`config.mk`:
```
export PLATFORM = sky130hd
export DESIGN_NAME = mc_control_fsm
export DESIGN_NICKNAME = d
export VERILOG_FILES = /design/src/rtl/mc_control_fsm.sv
export SDC_FILE = /design/constraint.sdc
export NUM_CORES = 1
export LEC_CHECK = 0
export BUFFER_PORTS_ARGS = -buffer_cell sky130_fd_sc_hd__buf_2
export CAP_MARGIN = 10
export CORE_AREA = 2 2 39 41
export CTS_CLUSTER_SIZE = 8
export DETAILED_ROUTE_END_ITERATION = 6
export DIE_AREA = 0 0 41 43
export PLACE_DENSITY_LB_ADDON = 0.2
export SLEW_MARGIN = 20
export SYNTH_ARGS = -nofsm -noshare
export SYNTH_HDL_FRONTEND = slang
export SYNTH_SLANG_ARGS = --single-unit
```
`constraint.sdc`:
```
create_clock -name clk -period 1.7 [get_ports clk]
set_input_delay 0.085 -clock clk [delete_from_list [all_inputs] [get_ports clk]]
set_output_delay 0.085 -clock clk [all_outputs]
set_load 0.02 [all_outputs]
```
`src/rtl/mc_control_fsm.sv`:
```
// Multicycle control FSM: registered state, combinational Moore controls plus
// ALU/flag decode, raw PCS/NoWrite generation for the downstream condition logic.
module mc_control_fsm (
  input  logic       clk,
  input  logic       reset,
  input  logic [1:0] Op,
  input  logic [5:0] Funct,
  input  logic [3:0] Rd,
  output logic       PCS,
  output logic       RegW,
  output logic       MemW,
  output logic       NextPC,
  output logic       IRWrite,
  output logic       AdrSrc,
  output logic       NoWrite,
  output logic [1:0] FlagW,
  output logic [1:0] ALUSrcA,
  output logic [1:0] ALUSrcB,
  output logic [1:0] ResultSrc,
  output logic [1:0] ALUControl,
  output logic [3:0] State
);

  typedef enum logic [3:0] {
    FETCH    = 4'd0,
    DECODE   = 4'd1,
    MEMADR   = 4'd2,
    MEMREAD  = 4'd3,
    MEMWB    = 4'd4,
    MEMWRITE = 4'd5,
    EXECUTER = 4'd6,
    EXECUTEI = 4'd7,
    ALUWB    = 4'd8,
    BRANCH   = 4'd9
  } stateT;

  localparam logic [3:0] CMD_AND = 4'b0000;
  localparam logic [3:0] CMD_SUB = 4'b0010;
  localparam logic [3:0] CMD_ADD = 4'b0100;
  localparam logic [3:0] CMD_CMP = 4'b1010;
  localparam logic [3:0] CMD_ORR = 4'b1100;

  stateT      state, nextState;
  logic       branch, aluDecode, supported, flagArith;
  logic [3:0] cmd;

  assign cmd = Funct[4:1];

  always_ff @(posedge clk or posedge reset) begin
    if (reset) state <= FETCH;
    else       state <= nextState;
  end

  // Next-state and Moore outputs; unused encodings leave every enable low.
  always_comb begin
    nextState = FETCH;
    branch    = 1'b0;
    aluDecode = 1'b0;
    RegW      = 1'b0;
    MemW      = 1'b0;
    NextPC    = 1'b0;
    IRWrite   = 1'b0;
    AdrSrc    = 1'b0;
    ALUSrcA   = 2'b00;
    ALUSrcB   = 2'b00;
    ResultSrc = 2'b00;
    case (state)
      FETCH: begin
        nextState = DECODE;
        IRWrite   = 1'b1;
        NextPC    = 1'b1;
        ALUSrcA   = 2'b01;
        ALUSrcB   = 2'b10;
        ResultSrc = 2'b10;
      end
      DECODE: begin
        ALUSrcA   = 2'b01;
        ALUSrcB   = 2'b10;
        ResultSrc = 2'b10;
        case (Op)
          2'b00:   nextState = Funct[5] ? EXECUTEI : EXECUTER;
          2'b01:   nextState = MEMADR;
          2'b10:   nextState = BRANCH;
          default: nextState = FETCH;
        endcase
      end
      MEMADR: begin
        nextState = Funct[0] ? MEMREAD : MEMWRITE;
        ALUSrcB   = 2'b01;
      end
      MEMREAD: begin
        nextState = MEMWB;
        AdrSrc    = 1'b1;
      end
      MEMWB: begin
        ResultSrc = 2'b01;
        RegW      = 1'b1;
      end
      MEMWRITE: begin
        AdrSrc = 1'b1;
        MemW   = 1'b1;
      end
      EXECUTER: begin
        nextState = ALUWB;
        aluDecode = 1'b1;
      end
      EXECUTEI: begin
        nextState = ALUWB;
        ALUSrcB   = 2'b01;
        aluDecode = 1'b1;
      end
      ALUWB: begin
        RegW = 1'b1;
      end
      BRANCH: begin
        ALUSrcA   = 2'b10;
        ALUSrcB   = 2'b01;
        ResultSrc = 2'b10;
        branch    = 1'b1;
      end
      default: nextState = FETCH;
    endcase
  end

  // ALU decode: unsupported commands add (00) and never update flags.
  always_comb begin
    ALUControl = 2'b00;
    FlagW      = 2'b00;
    supported  = 1'b1;
    flagArith  = 1'b0;
    case (cmd)
      CMD_ADD: flagArith = 1'b1;
      CMD_SUB: begin ALUControl = 2'b01; flagArith = 1'b1; end
      CMD_CMP: begin ALUControl = 2'b01; flagArith = 1'b1; end
      CMD_AND: ALUControl = 2'b10;
      CMD_ORR: ALUControl = 2'b11;
      default: supported = 1'b0;
    endcase
    if (!aluDecode) ALUControl = 2'b00;
    if (aluDecode && supported) FlagW = {Funct[0], Funct[0] & flagArith};
  end

  assign NoWrite = (Op == 2'b00) && ((cmd == CMD_CMP) || !supported);
  assign PCS     = branch | (RegW & (Rd == 4'hF));
  assign State   = state;

endmodule

```
Yosys cells after proc, flatten, opt, wreduce, memory -nomap -nowiden

Cells that the tools add are included.

Logic and storage cells: 54
Bits in registers: 4

Bitwise gates (word level): 3
Reductions and logical operators: 16
Muxes and demuxes: 18
Equality and inequality tests: 16

Operators by type and width:

| cell                                                             | count |
|---|---|
| 4-bit by 3-bit == test with 1-bit output (second input constant) | 5 |
| 4-bit == test (second input constant)                            | 5 |
| 4-bit one-hot mux with 5 select lines                            | 1 |
| 4-bit by 2-bit == test with 1-bit output (second input constant) | 3 |
| 2-bit one-hot mux with 2 select lines                            | 3 |
| 4-bit one-hot mux with 3 select lines                            | 1 |
| 2-bit OR reduction                                               | 5 |
| 1-bit two-way mux                                                | 9 |
| 3-bit OR reduction                                               | 3 |
| 4-bit logical NOT                                                | 2 |
| 2-bit one-hot mux with 3 select lines                            | 1 |
| 5-bit OR reduction                                               | 1 |
| 4-bit by 1-bit == test with 1-bit output (second input constant) | 1 |
| 2-bit two-way mux                                                | 2 |
| 3-bit two-way mux                                                | 1 |
| 1-bit AND                                                        | 2 |
| 2-bit by 1-bit == test with 1-bit output (second input constant) | 1 |
| 2-bit == test (second input constant)                            | 1 |
| 1-bit logical AND                                                | 2 |
| 2-bit logical NOT                                                | 1 |
| 1-bit logical NOT                                                | 1 |
| 1-bit logical OR                                                 | 1 |
| 1-bit bitwise OR                                                 | 1 |

Logic depth before layout (Yosys ltp)

Gate-level depths: netlist of the first run.

Depth in word-level cells: 6
Mapped depth: 4

Worst setup path before layout of the first run

No wires, ideal clock.

Path kind: reg2out
Start: reg state[2] (netlist: State[2])
End: out NextPC
Setup slack: -262 ps
Arrival time: 1877 ps
Buffers on the path: 3
Stages on the path, launching flop included: 5
Cell sequence: dfrtp_1 buf_2 clkbuf_1 nor4_1 buf_4

Word-level cells in the longest chain between the ends: 2

Ends and longest elaborated chain:

| element                | line | RTL |
|---|---|---|
| start, declared        | 43   | `stateT state, nextState;` |
| start signal, assigned | 51   | `else state <= nextState;` |
| 4-bit logical NOT      | --   |  |
| 1-bit two-way mux      | --   |  |
| end, declared          | 12   | `output logic NextPC,` |

No other way between the ends.

Worst setup path after layout of the first run

Start: reg state[2] (netlist: State[2])
End: out PCS

Word-level cells in the longest chain between the ends: 5
Elaborated cells on any way between the ends: 8
Those cells by class: eq/ne: 3; mux: 2; bitwise: 2; reduce/logical: 1

Ends and longest elaborated chain:

| element                                                                   | line | RTL |
|---|---|---|
| 4-bit by 3-bit == test with 1-bit output or 4-bit == test (tied branches) | 67   | `case (state)` |
| 2-bit OR reduction (no line)                                              | --   |  |
| 1-bit two-way mux                                                         | 67   |  |
| 1-bit AND                                                                 | 144  | `assign PCS = branch \| (RegW & (Rd == 4'hF));` |
| 1-bit bitwise OR (*)                                                      | 144  |  |
| end, declared                                                             | 9    | `output logic PCS,` |

Every way passes the cells marked *; elsewhere a longest branch is shown, timed or not.

==> flow_summary.ini, run 1 <==
[outcome]
status = complete, no violations

[floorplan]
io_pins = 35
die_h_um = 43
rows = 14
core_um2 = 1384
die_x_um = 41
start_util = 0.3119
dieArea_um2 = 1763

[critical_path]
r2r_setup_slack_ns = 0.46
r2r_start = State[1]$_DFF_PP0_
critPathCapture = PCS
end_kind = primary output
r2r_cells = 4
critical_path_buf_inv_count = 1
cp_top_family = simple AND/OR/NAND/NOR gates
critical_path_depth = 4
worstSetupPathType = reg -> out
max_stage_delay_ns = 0.46
critPathRequiredTime_ns = 1.62
cp-start-kind = register
path_cells = xnor2_1, or4_1, nand2_1, buf_2
r2r-end = State[0]$_DFF_PP0_
cp.arrival_ns = 1.52
crit_fanout = 6
startpoint = State[2]$_DFF_PP0_
critical_path.slowest_cell = or4_1

[layout]
antenna_cells = 0
drive_gt1_frac = 0.5158
fin_area_um2 = 694.4
largest_reg_flops = 4
fin_nets = 111
area_delta_synth_final_pct = 60.87

[yosys]
synth.area.mux_share = 0
seq_area_frac_synth = 0.2319
synth.most_common_cell = nor3_1
synthAdderAreaFrac = 0
synth_area_leaders = dfrtp_1, a211oi_1, nor3_1
yosys_most_used_dff = dfrtp_1
synthXorXnorAreaFrac = 0.06087
yosys-top-cells-count = nor3_1, a211oi_1, inv_1, dfrtp_1, nand2_1
yosysUniqueCellTypes = 25
synth_top_family_by_area = simple AND/OR/NAND/NOR gates
ys_warn_count = 0
synth_edf_count = 0
syn_area_um2 = 431.7
synth.top_cell.area_share = 0.2319
synth-simple-area-share = 0.4174
synth_area_leader_cell = dfrtp_1
synthCells = 60
synth.avg_cell_area_um2 = 7.194
synth_seq_cells = 4
syn-num-nets = 74
synthArstFlopShare = 1.000
synth_compound_gate_area_share = 0.1681

[detailed_routing]
post_drt_wl_per_cell_um = 11.14
drtIter0Drc = 10
wl_um = 1236
vias = 557
drc = 0
drt_first_pass_iters = 4
via_per_inst = 5.018
ant_nets = 0

[hold_path]
worstHoldPathType = in -> reg
worstHoldPathCells = 4

[place]
place_congestion = 0.7519
port_buffers = 34
dpl_cell_area_um2 = 636.9
dpl.hpwl_um = 1004

[global_routing]
grt_start_max_net_pins = 12
gr-total-overflow = 0
track_usage = 0.1615
grt_pass1_wl_um = 2001
grt_pass1_vias = 480
antenna_found_initial = 0

[timing]
period_needed_ns = 1.607
rsz0062_at_grt = no
setup_viol = 0
fmax_mhz = 622.2
fin_setup_tns_ns = 0
slew_headroom = 0.8154
tightest_slew_ns = 0.2746
fin_crit_sh = 0.9455
finalHoldViolCount = 0
slew_violations = 0
fin_skew_ns = 0.007134

[power]
leakage_nw = 0.3471
power_density_nw_per_um2 = 1753
vdd_drop_max_uv = 586.8
total_power_mw = 1.217

[clock_tree]
clk_pin_slew_ns = 0.03
cts_inserted_buffers = 3
cts_setup_buffers = 0
tritoncts = done
h-tree-depth = 1
clk_latency_ns = 0.24
cts-root-buf = clkbuf_4
cts_sinks = 4
clockBufferDepth = 2

[job]
cap_viol_max_count = 0
## placed cells by master, fill, tap and decap left out, drive strengths merged, types with 2 or more instances in the layout
cell type   n
a211oi      5
a21oi       2
buf        38
clkbuf      3
dfrtp       4
inv         5
nand2       4
nand2b      2
nand3b      2
nor2        3
nor2b       2
nor3        6
nor3b       3
nor4        2
nor4b       2
o21ai       2
xnor2       3
## worst min-delay path: cells and delay by family
family | cells | cell delay (ns)
buf+inv | 2 | 0.13
compound gates | 1 | 0.06
simple gates | 1 | 0.05
## power breakdown
part	internal (mW)	switching [mW]	leakage, nW	total (mW)
clock	0.0789	0.0383	0.0138	0.117
sequential	0.141	0.0879	0.0473	0.229
combinational	0.342	0.530	0.286	0.871
## routing by layer
| layer | track usage | routed length, µm | vias up |
|---|---|---|---|
| li1 | - | - | 287 |
| met2 | 0.2563 | 626 | 26 |
| met4 | 0.02000 | 0 | 0 |
| met1 | 0.2157 | 514 | 244 |
| met3 | 0.04712 | 95 | 0 |
| met5 | 0 | 0 | - |
## metrics by stage
| stage | instances | util | setup WS (ns) | hold WS, ns |
|---|---|---|---|---|
| 6_report | 111 | 0.5018 | 0.09269 | 0.1446 |
| 3_5_place_dp | 107 | 0.4602 | 0.3005 | -0.03156 |
| 3_3_place_gp | 107 | 0.4602 | 0.3157 | -0.03396 |
| 2_1_floorplan | 60 | - | 0.007835 | -0.1489 |
| 4_1_cts | 111 | 0.4837 | 0.04459 | 0.1439 |
| 5_1_grt | 111 | 0.5018 | 0.0002752 | 0.1595 |
## cells by family (layout without fill, tap and decap cells)
| kind of cell | count (synthesis) | in the layout |
|---|---|---|
| simple gates | 30 | 30 |
| buf+inv | 12 | 47 |
| compound gates | 11 | 11 |
| flops | 4 | 4 |
| xor+xnor | 3 | 3 |
## timing repair
| action | in CTS | in global routing |
|---|---|---|
| hold buffers | 1 | 0 |
| gates resized for setup | 0 | 5 |
| setup endpoints to repair | 0 | 2 |
| hold endpoints to repair | 4 | 0 |
## worst min path at each step
stage          slack (ns)                 end      from
4_1_cts              0.14  State[2]$_DFF_PP0_  Funct[0]
2_1_floorplan       -0.15  State[0]$_DFF_PP0_     reset
5_1_grt              0.16  State[2]$_DFF_PP0_  Funct[0]
3_5_place_dp        -0.03  State[1]$_DFF_PP0_     reset
6_report             0.14  State[2]$_DFF_PP0_  Funct[0]
3_3_place_gp        -0.03  State[0]$_DFF_PP0_     reset
## layout make-up
| type | instances | area, µm² |
|---|---|---|
| Multi-Input combinational cell | 44 | 319.1 |
| Tap cell | 16 | 20.02 |
| Sequential cell | 4 | 103.9 |
| Clock buffer | 3 | 22.52 |
| Fill cell | 142 | 689.4 |
| Inverter | 5 | 18.77 |
| Timing Repair Buffer | 39 | 210.2 |
Power figures use the tool's default switching activity.
==> run 2: changes to the inputs <==
- clock period: 1.7 -> 2 ns (I/O delays scaled with it)
==> run 2 against run 1 <==
- wire length fell by 5.8%
- critical endpoint is now FlagW[1]
- clock-buffer cell count stayed put
- sequential share of layout area up 0.61 points
- global-route usage is 1.2 points lower
- setup slack gained 0.14 ns
- register-to-register slack gained 0.32 ns
- via count rose by 0.90%
- largest cell class unchanged
- sequential power decreased by 12%
- combinational power is 24% lower
- flip-flop and latch count stayed put
- hold slack better by 0.0015 ns
- clock power down 12%
==> flow_summary.ini, run 2 (same netlist as run 1, synthesis figures left out) <==
[timing]
fin_crit_sh = 0.8859
hold-worst-slack_ns = 0.1461
period_needed_ns = 1.772
slew_violations = 0
fin_setup_tns_ns = 0
slew_headroom = 0.7590
fmax_mhz = 564.4
finalHoldViolCount = 0
fin_skew_ns = 0.001628
tightest_slew_ns = 0.3615
setup_viol = 0
rsz0062_at_grt = no

[power]
vdd_drop_max_uv = 426.7
leakage_nw = 0.3399
power_density_nw_per_um2 = 1504

[clock_tree]
cts_resized = 0
h-tree-depth = 1
cts_setup_buffers = 0
cts_hold_buf = 1
cts-root-buf = clkbuf_4
cts_inserted_buffers = 3
tritoncts = done
clk_latency_ns = 0.24
clockBufferDepth = 2
clk_pin_slew_ns = 0.04
cts_sinks = 4

[critical_path]
end_kind = primary output
r2r_setup_slack_ns = 0.78
crit_fanout = 11
cp-start-kind = register
max_stage_delay_ns = 0.55
r2r_cells = 4
r2r-end = State[3]$_DFF_PP0_
path_cells = nand4bb_1, or2_1, a211oi_1, buf_2
startpoint = State[2]$_DFF_PP0_
worstSetupPathType = reg -> out
critical_path.slowest_cell = dfrtp_1
r2r_start = State[1]$_DFF_PP0_
cp.arrival_ns = 1.67
critPathRequiredTime_ns = 1.90

[place]
port_buffers = 34
dpl.hpwl_um = 934.1
place_congestion = 0.7421

[hold_path]
worstHoldPathCells = 4
hp-start = Funct[0]
worstHoldPathType = in -> reg
min_to = State[2]$_DFF_PP0_

[detailed_routing]
drc = 0
drtIter0Drc = 9
via_per_inst = 5.109
wl_um = 1164
drt_first_pass_iters = 2
post_drt_wl_per_cell_um = 10.58
ant_nets = 0
vias = 562

[layout]
layout_common_cells = buf_2, nor3_1, inv_1, a211oi_1
area_delta_synth_final_pct = 48.99
layout_commonest_cell = buf_2
drive_gt1_frac = 0.4255
antenna_cells = 0
largest_reg_flops = 4
fin_nets = 110

[floorplan]
rows = 14
die_x_um = 41
die_h_um = 43
core_um2 = 1384
io_pins = 35
start_util = 0.3119
dieArea_um2 = 1763

[global_routing]
track_usage = 0.1496
gr-total-overflow = 0
antenna_found_initial = 0
grt_pass1_wl_um = 1814
grt_start_max_net_pins = 13
grt_pass1_vias = 434

[outcome]
status = complete, no violations

[job]
cap_viol_max_count = 0
==> run 2: changes by cell type in the layout (fill, tap and decap cells not counted) <==
cell and change:
nor4_1 +1, dfrtp_2 -3, nor4b_2 -2, nand4bb_1 +1, a211oi_2 -1, nor4_2 -1, buf_4 -1, nor4b_1 +2
nand4bb_4 -1, a211oi_1 +1, dfrtp_1 +3
==> run 2: critical path: cells and delay by family (launching register included) <==
kind,cells,cell delay (ns)
buffers and inverters,1,0.20
AOI/OAI and AO/OA,1,0.21
and+or+nand+nor,2,0.47
DFF,1,0.55
==> run 2: final cells by class <==
| class | instances | area, µm² |
|---|---|---|
| sequential | 4 | 100.1 |
| clock buffer | 3 | 22.52 |
| multi-input combinational | 44 | 279.0 |
| tap | 16 | 20.02 |
| inverter | 5 | 18.77 |
| fill | 172 | 740.7 |
| timing repair buffer | 38 | 202.7 |
==> run 2: worst max-delay path by stage <==
stage / slack (ns) / end
floorplan: 0.02 / NextPC
global placement: 0.53 / FlagW[1]
detailed placement: 0.49 / FlagW[1]
CTS: 0.23 / FlagW[1]
global route: 0.13 / FlagW[1]
finish: 0.23 / FlagW[1]
==> run 2: power breakdown <==
part,leakage [nW],switching [mW],internal [mW]
Sequential,0.0517,0.0870,0.114
Clock,0.0138,0.0361,0.0673
Combinational,0.274,0.403,0.260
==> run 2: through the flow <==
step / instances / area, µm² / worst slack (ns) / power (mW) / util
after floorplan: 60 / 431.7 / 0.02274 / 0.6776 / -
after global placement: 106 / 610.6 / 0.5268 / 0.8690 / 0.4412
after detailed placement: 106 / 610.6 / 0.4887 / 0.8724 / 0.4412
after CTS: 110 / 643.1 / 0.2261 / 0.9793 / 0.4647
after global routing: 110 / 643.1 / 0.1303 / 1.065 / 0.4647
final: 110 / 643.1 / 0.2281 / 0.9675 / 0.4647
==> run 2: routing by layer <==
metal  global-route usage  routed length, µm  up-vias
met3              0.03141                 81        2
met4              0.08000                 14        0
met2               0.2281                549       24
met1               0.1865                519      253
met5                    0                  0        -
li1                     -                  -      283
==> run 3: changes to the inputs <==
- CAP_MARGIN: 10 -> 20
- RECOVER_POWER: default -> 100
==> run 3 against run 2 <==
- power down 4.9%
- maximum frequency is 3.8% lower
- critical path type unchanged
- critical path depth unchanged
- largest cell class unchanged
- non-clock buffer count did not move
==> flow_summary.ini, run 3 (same netlist as run 1, synthesis figures left out) <==
[clock_tree]
h-tree-depth = 1
clockBufferDepth = 2
cts_setup_buffers = 0
clk_pin_slew_ns = 0.04
cts-root-buf = clkbuf_4
cts_resized = 0
cts_sinks = 4
clk_latency_ns = 0.24
tritoncts = done
cts_inserted_buffers = 3

[global_routing]
met2_usage = 0.2281
use_met3 = 0.03141
grt_start_max_net_pins = 13
gr-total-overflow = 0
track_usage = 0.1496
antenna_found_initial = 0
grt_pass1_wl_um = 1814
busiest_layer = met2
grt_pass1_vias = 434
grt_use_met1 = 0.1865

[critical_path]
r2r_setup_slack_ns = 0.59
critical_path.slowest_cell = or4_1
worstSetupPathType = reg -> out
critical_path_buf_inv_count = 2
max_stage_delay_ns = 0.54
cp-start-kind = register
cp.arrival_ns = 1.74
path_cells = clkbuf_1, or4_1, nand2_1, clkbuf_2
critPathRequiredTime_ns = 1.90
critical_path_depth = 4
r2r_start = State[1]$_DFF_PP0_
crit_fanout = 12
end_kind = primary output
r2r-end = State[3]$_DFF_PP0_
cp_top_family = simple AND/OR/NAND/NOR gates
r2r_cells = 4

[detailed_routing]
drc = 0
via_per_inst = 5.173
post_drt_wl_per_cell_um = 10.75
wl_um = 1182
drtIter0Drc = 3
vias = 569
ant_nets = 0
drt_first_pass_iters = 2

[power]
total_power_mw = 0.9201
netSwitchingPower_mw = 0.5354
vdd_drop_max_uv = 392.9
power_density_nw_per_um2 = 1501
p_comb_frac = 0.665
clockPowerShare = 0.115
leakage_nw = 0.2732
intPower_mw = 0.3848
switching_share = 0.5818
seq_power_share = 0.220

[hold_path]
hp-start = Funct[0]
min_to = State[2]$_DFF_PP0_
worstHoldPathCells = 4
worstHoldPathType = in -> reg

[timing]
fin_setup_tns_ns = 0
setup_viol = 0
fmax_mhz = 542.8
slew_headroom = 0.6862
slew_violations = 0
tightest_slew_ns = 0.4706
fin_skew_ns = 0.003949
period_needed_ns = 1.842
fin_crit_sh = 0.9211
rsz0062_at_grt = no
finalHoldViolCount = 0

[floorplan]
dieArea_um2 = 1763
die_x_um = 41
start_util = 0.3119
rows = 14
io_pins = 35
core_um2 = 1384
die_h_um = 43

[layout]
layout_common_cells = buf_2, clkbuf_1, nor3_1
drive_gt1_frac = 0.2340
fin_nets = 110
register_area_um2 = 100.1
antenna_cells = 0
layout.cells.non_filler = 110
multi_input_area_um2 = 279.0
area_delta_synth_final_pct = 42.03
largest_reg_flops = 4
nFillCells = 176

[place]
port_buffers = 34
place_congestion = 0.7421
dpl.hpwl_um = 934.1
dp_cells = 106

[job]
cap_viol_max_count = 0

[outcome]
status = complete, no violations
## run 3: changes by cell type in the layout (fill, tap and decap cells not counted)
| cell | change |
|---|---|
| buf_2 | -16 |
| clkbuf_2 | +1 |
| buf_4 | -3 |
| clkbuf_1 | +18 |
| or2_0 | +1 |
| or2_1 | -1 |
## run 3: per-layer routing
metal	up-vias	routed length (µm)	part of all wire
met5	-	0	0
met4	0	14	0.012
met3	2	87	0.074
met2	24	554	0.47
met1	260	526	0.45
li1	283	-	-
## run 3: layout make-up
class | count | share of cell area
clock buffers | 3 | 0.03673
flip-flops and latches | 4 | 0.1633
inverters | 5 | 0.03061
multi-input cells | 44 | 0.4551
well taps | 16 | 0.03265
repair buffers | 38 | 0.2816
## run 3: what timing repair did
item,in CTS,in global routing
hold buffers,1,0
endpoints found under the setup margin,0,0
endpoints found under the hold margin,4,0
## run 3: worst reg2reg max path: cells and delay by family, from the launching register on
kind / cells / cell delay, ns
and+or+nand+nor: 2 / 0.19
AOI/OAI and AO/OA: 1 / 0.22
DFF: 1 / 0.46
buffers and inverters: 1 / 0.42
## run 3: worst max path at each step
stage,from,to,slack (ns)
5_1_grt,State[1]$_DFF_PP0_,PCS,0.07
3_3_place_gp,State[3]$_DFF_PP0_,FlagW[1],0.53
3_5_place_dp,State[3]$_DFF_PP0_,FlagW[1],0.49
6_report,State[1]$_DFF_PP0_,PCS,0.16
2_1_floorplan,State[2]$_DFF_PP0_,NextPC,0.02
4_1_cts,State[3]$_DFF_PP0_,FlagW[1],0.23
## run 3: stage by stage
step           worst slack, ns  cell area [µm²]    util  hold WS [ns]
6_report                0.1578            613.1  0.4430        0.1501
3_3_place_gp            0.5268            610.6  0.4412      -0.01172
5_1_grt                0.07122            613.1  0.4430        0.1813
3_5_place_dp            0.4887            610.6  0.4412     -0.007235
4_1_cts                 0.2261            643.1  0.4647        0.1447
2_1_floorplan          0.02274            431.7       -       -0.1339
## run 3: power groups by stage
stage | Combinational, mW | Sequential (mW) | Clock (mW)
3_3_place_gp | 0.668 | 0.201 | 0
2_1_floorplan | 0.499 | 0.179 | 0
5_1_grt | 0.680 | 0.216 | 0.116
3_5_place_dp | 0.668 | 0.204 | 0
6_report | 0.612 | 0.203 | 0.106
4_1_cts | 0.670 | 0.204 | 0.106
